$ cat src/rtl/alu_pkg.sv
// Shared definitions for the bit-serial ALU sequencer: slice function codes,
// function-code bit positions and the sequencer state encoding.
package alu_pkg;

  typedef enum logic [1:0] {
    ST_IDLE = 2'd0,
    ST_RUN  = 2'd1,
    ST_DONE = 2'd2
  } state_t;

  localparam logic [1:0] OP_AND = 2'd0;
  localparam logic [1:0] OP_OR  = 2'd1;
  localparam logic [1:0] OP_XOR = 2'd2;
  localparam logic [1:0] OP_ADD = 2'd3;

  localparam int F_EN_B  = 2;
  localparam int F_INV_A = 3;

endpackage

$ cat src/rtl/serial_shift_reg.sv
// Parallel-load, shift-right register with serial input at the MSB and serial
// output from the LSB. Load has priority over shift.
module serial_shift_reg #(
  parameter int WIDTH = 8
) (
  input  logic             clk_i,
  input  logic             rst_i,
  input  logic             load_i,
  input  logic [WIDTH-1:0] load_data_i,
  input  logic             shift_i,
  input  logic             ser_i,
  output logic             ser_o,
  output logic [WIDTH-1:0] q_o
);

  logic [WIDTH-1:0] r_q;

  always_ff @(posedge clk_i or posedge rst_i) begin
    if (rst_i) begin
      r_q <= '0;
    end else if (load_i) begin
      r_q <= load_data_i;
    end else if (shift_i) begin
      r_q <= {ser_i, r_q[WIDTH-1:1]};
    end
  end

  assign ser_o = r_q[0];
  assign q_o   = r_q;

endmodule

$ cat src/rtl/bit_serial_alu_sequencer.sv
// Issues operand bit pairs LSB-first to an external one-bit ALU slice and assembles
// its result. Optional ZERO_FLAG_EN adds zero_o, a serially accumulated all-zero flag.
module bit_serial_alu_sequencer
  import alu_pkg::*;
#(
  parameter int WIDTH = 8
) (
  input  logic             clk_i,
  input  logic             rst_i,
  input  logic             start_i,
  input  logic [3:0]       op_i,
  input  logic [WIDTH-1:0] a_i,
  input  logic [WIDTH-1:0] b_i,
  output logic             busy_o,
  output logic             done_o,
  output logic [WIDTH-1:0] result_o,
  output logic             carry_o,
`ifdef ZERO_FLAG_EN
  output logic             zero_o,
`endif
  output logic             alu_a_o,
  output logic             alu_b_o,
  output logic             alu_carry_o,
  output logic [3:0]       alu_f_o,
  input  logic             alu_result_i,
  input  logic             alu_carry_i
);

  localparam int CW = $clog2(WIDTH);

  state_t          r_state;
  state_t          w_state_nxt;
  logic [CW-1:0]   r_cnt;
  logic [3:0]      r_op;
  logic            r_carry;
  logic            r_carry_out;
  logic            w_accept;
  logic            w_run;
  logic            w_last;
  logic            w_a_bit;
  logic            w_b_bit;
  logic            w_res_ser;
  logic [WIDTH-1:0] w_a_par;
  logic [WIDTH-1:0] w_b_par;
  logic [WIDTH-1:0] w_res_q;
  logic            w_unused;

  assign w_accept = (r_state == ST_IDLE) && start_i;
  assign w_run    = (r_state == ST_RUN);
  assign w_last   = w_run && (r_cnt == CW'(WIDTH - 1));

  always_ff @(posedge clk_i or posedge rst_i) begin
    if (rst_i) r_state <= ST_IDLE;
    else       r_state <= w_state_nxt;
  end

  always_comb begin
    w_state_nxt = r_state;
    case (r_state)
      ST_IDLE: if (start_i) w_state_nxt = ST_RUN;
      ST_RUN:  if (w_last)  w_state_nxt = ST_DONE;
      ST_DONE: w_state_nxt = ST_IDLE;
      default: w_state_nxt = ST_IDLE;
    endcase
  end

  // Subtract (invert A + ADD) needs the +1 of two's complement as the initial carry.
  always_ff @(posedge clk_i or posedge rst_i) begin
    if (rst_i) begin
      r_cnt       <= '0;
      r_op        <= '0;
      r_carry     <= 1'b0;
      r_carry_out <= 1'b0;
    end else if (w_accept) begin
      r_cnt   <= '0;
      r_op    <= op_i;
      r_carry <= op_i[F_INV_A] && (op_i[1:0] == OP_ADD);
    end else if (w_run) begin
      r_cnt   <= r_cnt + CW'(1);
      r_carry <= alu_carry_i;
      if (w_last) r_carry_out <= (r_op[1:0] == OP_ADD) && alu_carry_i;
    end
  end

  serial_shift_reg #(.WIDTH(WIDTH)) u_a_reg (
    .clk_i(clk_i), .rst_i(rst_i), .load_i(w_accept), .load_data_i(a_i),
    .shift_i(w_run), .ser_i(1'b0), .ser_o(w_a_bit), .q_o(w_a_par)
  );

  serial_shift_reg #(.WIDTH(WIDTH)) u_b_reg (
    .clk_i(clk_i), .rst_i(rst_i), .load_i(w_accept), .load_data_i(b_i),
    .shift_i(w_run), .ser_i(1'b0), .ser_o(w_b_bit), .q_o(w_b_par)
  );

  // Never loaded: the previous result stays visible until the next run shifts it out.
  serial_shift_reg #(.WIDTH(WIDTH)) u_res_reg (
    .clk_i(clk_i), .rst_i(rst_i), .load_i(1'b0), .load_data_i('0),
    .shift_i(w_run), .ser_i(alu_result_i), .ser_o(w_res_ser), .q_o(w_res_q)
  );

  assign w_unused = ^{w_a_par, w_b_par, w_res_ser};

`ifdef ZERO_FLAG_EN
  logic r_nz;
  logic r_zero;

  always_ff @(posedge clk_i or posedge rst_i) begin
    if (rst_i) begin
      r_nz   <= 1'b0;
      r_zero <= 1'b0;
    end else if (w_accept) begin
      r_nz <= 1'b0;
    end else if (w_run) begin
      r_nz <= r_nz | alu_result_i;
      if (w_last) r_zero <= ~(r_nz | alu_result_i);
    end
  end

  assign zero_o = r_zero;
`endif

  assign busy_o      = w_run;
  assign done_o      = (r_state == ST_DONE);
  assign result_o    = w_res_q;
  assign carry_o     = r_carry_out;
  assign alu_a_o     = w_run & w_a_bit;
  assign alu_b_o     = w_run & w_b_bit;
  assign alu_carry_o = w_run & r_carry;
  assign alu_f_o     = r_op;

endmodule

$ cat config.mk
export PLATFORM = sky130hd
export DESIGN_NAME = bit_serial_alu_sequencer
export DESIGN_NICKNAME = d
export VERILOG_FILES = /design/src/rtl/alu_pkg.sv /design/src/rtl/serial_shift_reg.sv /design/src/rtl/bit_serial_alu_sequencer.sv
export SDC_FILE = /design/constraint.sdc
export NUM_CORES = 1
export LEC_CHECK = 0
export ABC_AREA = 1
export CORE_UTILIZATION = 46
export CTS_BUF_LIST = sky130_fd_sc_hd__clkbuf_16
export CTS_CLUSTER_SIZE = 12
export DETAILED_ROUTE_END_ITERATION = 6
export GPL_TIMING_DRIVEN = 0
export MAX_ROUTING_LAYER = met4
export PLACE_DENSITY = 0.78
export SYNTH_ARGS = -nofsm -noshare
export SYNTH_HDL_FRONTEND = slang
export SYNTH_SLANG_ARGS = --single-unit
$ cat constraint.sdc
create_clock -name clk_i -period 1.69 [get_ports clk_i]
set_clock_uncertainty 0.1 [all_clocks]
set_input_delay 0.338 -clock clk_i [delete_from_list [all_inputs] [get_ports clk_i]]
set_output_delay 0.338 -clock clk_i [all_outputs]
set_load 0.02 [all_outputs]
[Word level (Yosys, flattened, before mapping)]
Index checks and enable logic that the tools add are counted.
Storage, ports and cells
  register bits: 35
  logic and storage cells: 39
  output and inout bits: 18
  input bits: 25
Cells by class
  bitwise gates (word level): 4
  add/sub/neg operators: 1
  equal/unequal tests: 7
  muxes and demuxes: 11
  reduce and logical (&&, ||, !) cells: 8
Operators by type and width (number)
  $mux 8: 4
  $eq 2x2->1 const B: 3
  $mux 3: 2
  $logic_and 1x1->1: 4
  $mux 2: 2
  $pmux 2 s2: 1
  $add 3x1->3 const B: 1
  $and 1x1->1: 3
  $eq 3x3->1 const B: 1
  $reduce_and 3->1: 1
  $eq 2x1->1 const B: 1
  $logic_not 2->1: 1
  $mux 1: 2
  $ne 2x1->1 const B: 1
  $ne 2x2->1 const B: 1
  $reduce_and 2->1: 1
  $reduce_bool 2->1: 1
  $not 1->1: 1

[Longest topological paths before layout]
  depth in word-level cells: 4
  depth in mapped cells: 6
  mapped depth without buffers: 5

[By module]
From an unflattened synthesis, not the netlist that was laid out.
Unflattened totals
  cell total of the unflattened synthesis: 200
  area total of the unflattened synthesis: 1660.3 um^2
Modules (own cells, without submodules)
  serial_shift_reg: cells an instance 46, area each 385.4 um^2, seq. area each 200.2 um^2, times used 3
  bit_serial_alu_sequencer: cells an instance 62, area each 504.2 um^2, seq. area each 275.3 um^2, times used 1

[Worst setup path before layout]
No wires, ideal clock.
  path type: reg-to-output
  start point: register r_state[1]
  end point: output port alu_a_o
  buffers on the path: 1
  cell stages (with the launch flop): 5
  path slack: 139 ps
  required time: 1252 ps
  data arrival time: 1113 ps
  path through: dfrtp_1 nor2_4 inv_2 buf_2 nor2_1
Between the ends
  word-level cells in the longest chain between the ends: 2
RTL lines
  start: declaration: line bit_serial_alu_sequencer.sv:31  | state_t r_state;
  start signal: assignment: line bit_serial_alu_sequencer.sv:54  | else r_state <= w_state_nxt;
  $eq 2x1->1: line bit_serial_alu_sequencer.sv:49  | assign w_run = (r_state == ST_RUN);
  $and 1x1->1: line bit_serial_alu_sequencer.sv:126  | assign alu_a_o = w_run & w_a_bit;
  end: declaration: line bit_serial_alu_sequencer.sv:21  | output logic alu_a_o,
Every way passes these cells.

[Worst setup path in the final report]
  start point: register r_op[3] (netlist: alu_f_o[3])
  end point: output port alu_f_o[3]
RTL lines
  start: declaration: line bit_serial_alu_sequencer.sv:34  | logic [3:0] r_op;
  start signal: assignment: line bit_serial_alu_sequencer.sv:76  | r_op <= op_i;
  end: declaration: line bit_serial_alu_sequencer.sv:24  | output logic [3:0] alu_f_o,
No word-level cell between the ends.

==> impl_metrics.csv <==
group,metric,value,unit
layout,fin_nets,257,
pwr,vdd_drop_max,978,µV
synthesis,synth_area_per_cell,8.42,µm²
clock_tree,cts_num_sinks,35,
timing,setup_violations,0,
global_route,grt-busiest-layer,"met2",
die,die_area,3510,µm²
timing,slew_violations,0,
critical_path,worstPathMaxFanout,2,
layout,syn_to_final_growth,42.5,%
layout,drive_above_1_share,0.122,
critical_path,worstSetupPathType,"reg -> out",
layout,final_core_util,0.698,
timing,finalSetupTns,0,ns
clock_tree,clock-root-buffer,"clkbuf_16",
synthesis,synth_cell_type_count,14,
timing,relSlewSlack,0.531,
placement,placed_area,1970,µm²
placement,dp_slack,-0.422,ns
timing,fin_crit,1.66,ns
status,outcome,"completed",
timing,finalHoldViolations,0,
pwr,power,3.78,mW
layout,final_cells,273,
synthesis,synth_area_leaders,"dfrtp_1 58%, nand2_1 19%, nand3_1 10%",
global_route,grt_overflow_total,0,
synthesis,syn_nets,206,
synthesis,synth_fa_ha_area_frac,0.0166,
synthesis,ys_warn_count,0,
route,dr_total_vias,1302,
clock_tree,path_clk_slew,0.05,ns
die,start_util,0.490,
route,via_per_inst,4.77,
die,core_area,3080,µm²
critical_path,critPathMaxStageDelay,0.61,ns
synthesis,synth-compound-area-share,0.0299,
placement,placed_cells,264,
timing,fmax,0.601,GHz
layout,diodes,0,
critical_path,cp.arrival,1.23,ns
route,finalWirelength,3200,µm
placement,gp_congestion,0.742,
critical_path,crit_required,1.25,ns
timing,layout_setup_ws,0.0260,ns
run,maxCapViolations,0,
timing,fin_crit_sh,0.985,
clock_tree,tritoncts,"built",
synthesis,synthMuxAreaShare,0,
synthesis,synthXorXnorAreaFrac,0,
synthesis,synth_top_area_cell,"dfrtp_1",
critical_path,path_buf_inv,1,
clock_tree,cts_made_buffers,5,
critical_path,setup.worst_path.end_class,"primary output",
critical_path,path_cells,"clkdlybuf4s50_1",
synthesis,ys_ff_latch,35,
global_route,grtUsageTotal,0.215,
global_route,antenna_found_initial,0,
placement,dp_hpwl,2100,µm
synthesis,syn_area,1510,µm²
placement,portBuffers,41,
global_route,grt_pass1_vias,1304,
critical_path,startpoint_type,"flip-flop",
global_route,grt.met3_usage,0.0502,
clock_tree,hold_buffers,0,
layout,fin_area,2150,µm²
synthesis,synth-simple-area-share,0.311,
global_route,grt_pass1_wl,5410,µm
route,drt_first_pass_iters,4,
clock_tree,clock_latency,0.27,ns
route,wl_per_cell,11.7,µm
synthesis,netlist.area_leader.share,0.581,
die,rows,20,
die,die_y,59.3,µm
timing,worst_pin_slew,0.702,ns
route,drt_iter0_markers,91,
pwr,power_density,1760,nW/µm²
global_route,grtUsageMet1,0.255,
die,dieWidth,59.3,µm
timing,holdWs,0.318,ns
layout,final_common_cell,"nand2_1",
die,io_pins,43,
clock_tree,h-tree-depth,2,
synthesis,synth_seq_area_share,0.581,
synthesis,synth_top_family_by_area,"simple AND/OR/NAND/NOR gates",
clock_tree,clockBufferDepth,2,
critical_path,crit_slowest_cell,"clkdlybuf4s50_1",
synthesis,postSynthCellCount,179,
route,postRouteAntennaNets,0,
global_route,grt_max_degree,36,
timing,grt_setup_unrepaired,"no",
critical_path,cp_top_family,"buffers and inverters",
worst_hold_path,hp-class,"in -> reg",
route,drcViolationCount,0,
global_route,gr-usage-met2,0.364,
pwr,p_leak,1.14,nW
layout,final_cell_mix,"75 x nand2_1, 35 x dfrtp_1, 30 x nand3_1",
==> sequential cells by signal (all words and copies together) (netlist names) <==
signal,cells
r_carry,1
u_b_reg.q_o,8
alu_f_o,4
carry_o,1
r_cnt,3
r_state,2
u_res_reg.q_o,8
u_a_reg.q_o,8
==> path summary, 6_finish.rpt <==
kind	start	to	slack, ns	cells after the start
setup reg to reg	r_state[1]$_DFFE_PP0P_	alu_f_o[2]$_DFFE_PP0P_	0.24	5
hold reg to reg	u_res_reg.q_o[0]$_DFFE_PP0N_	u_res_reg.q_o[0]$_DFFE_PP0N_	0.37	2
setup / recovery	alu_f_o[3]$_DFFE_PP0P_	alu_f_o[3]	0.03	1
min in group asynchronous	rst_i	u_res_reg.q_o[0]$_DFFE_PP0N_	0.40	2
max in group asynchronous	rst_i	r_cnt[2]$_DFFE_PP0P_	0.63	2
hold / removal	start_i	u_a_reg.q_o[6]$_DFFE_PP0P_	0.32	3
==> power breakdown <==
part,internal [mW],switching [mW]
clock network,0.521,0.280
logic,0.692,0.902
registers,1.19,0.199
==> cell type report <==
type	count	area (µm²)
inverter	11	46.3
timing repair buffer	46	452
tap	44	55.1
fill	243	930
multi-input combinational	124	552
clock inverter	1	3.75
buffer	7	38.8
clock buffer	5	125
sequential	35	876
==> cells by family after synthesis <==
group	after synthesis
DFF	35
and+or+nand+nor	113
adders and majority gates	2
AOI/OAI and AO/OA	9
buffers and inverters	20
==> repair_timing <==
| item | 4_1_cts | 5_1_grt |
|---|---|---|
| cloned | 0 | 0 |
| gates resized for setup | 26 | 17 |
| setup buffers | 5 | 0 |
| pin swaps | 1 | 1 |
| setup endpoints to repair | 8 | 11 |
==> cells in the mapped netlist <==
cell type and number:
a21oi_1 1, nand3_1 30, o21ai_0 3, inv_1 10
o21ai_1 5, nor2_1 7, nor2_4 1, buf_1 1
ha_1 2, inv_2 1, buf_2 5, dfrtp_1 35
nand2_1 75, buf_4 3
==> layer usage <==
layer | share of wire | routed length (µm) | vias to the layer above
met3 | 0.062 | 197 | 2
met5 | 0 | 0 | -
met4 | 0.0059 | 19 | 0
met1 | 0.46 | 1460 | 597
met2 | 0.48 | 1520 | 43
li1 | - | - | 660
(Power assumes the default switching activity.)
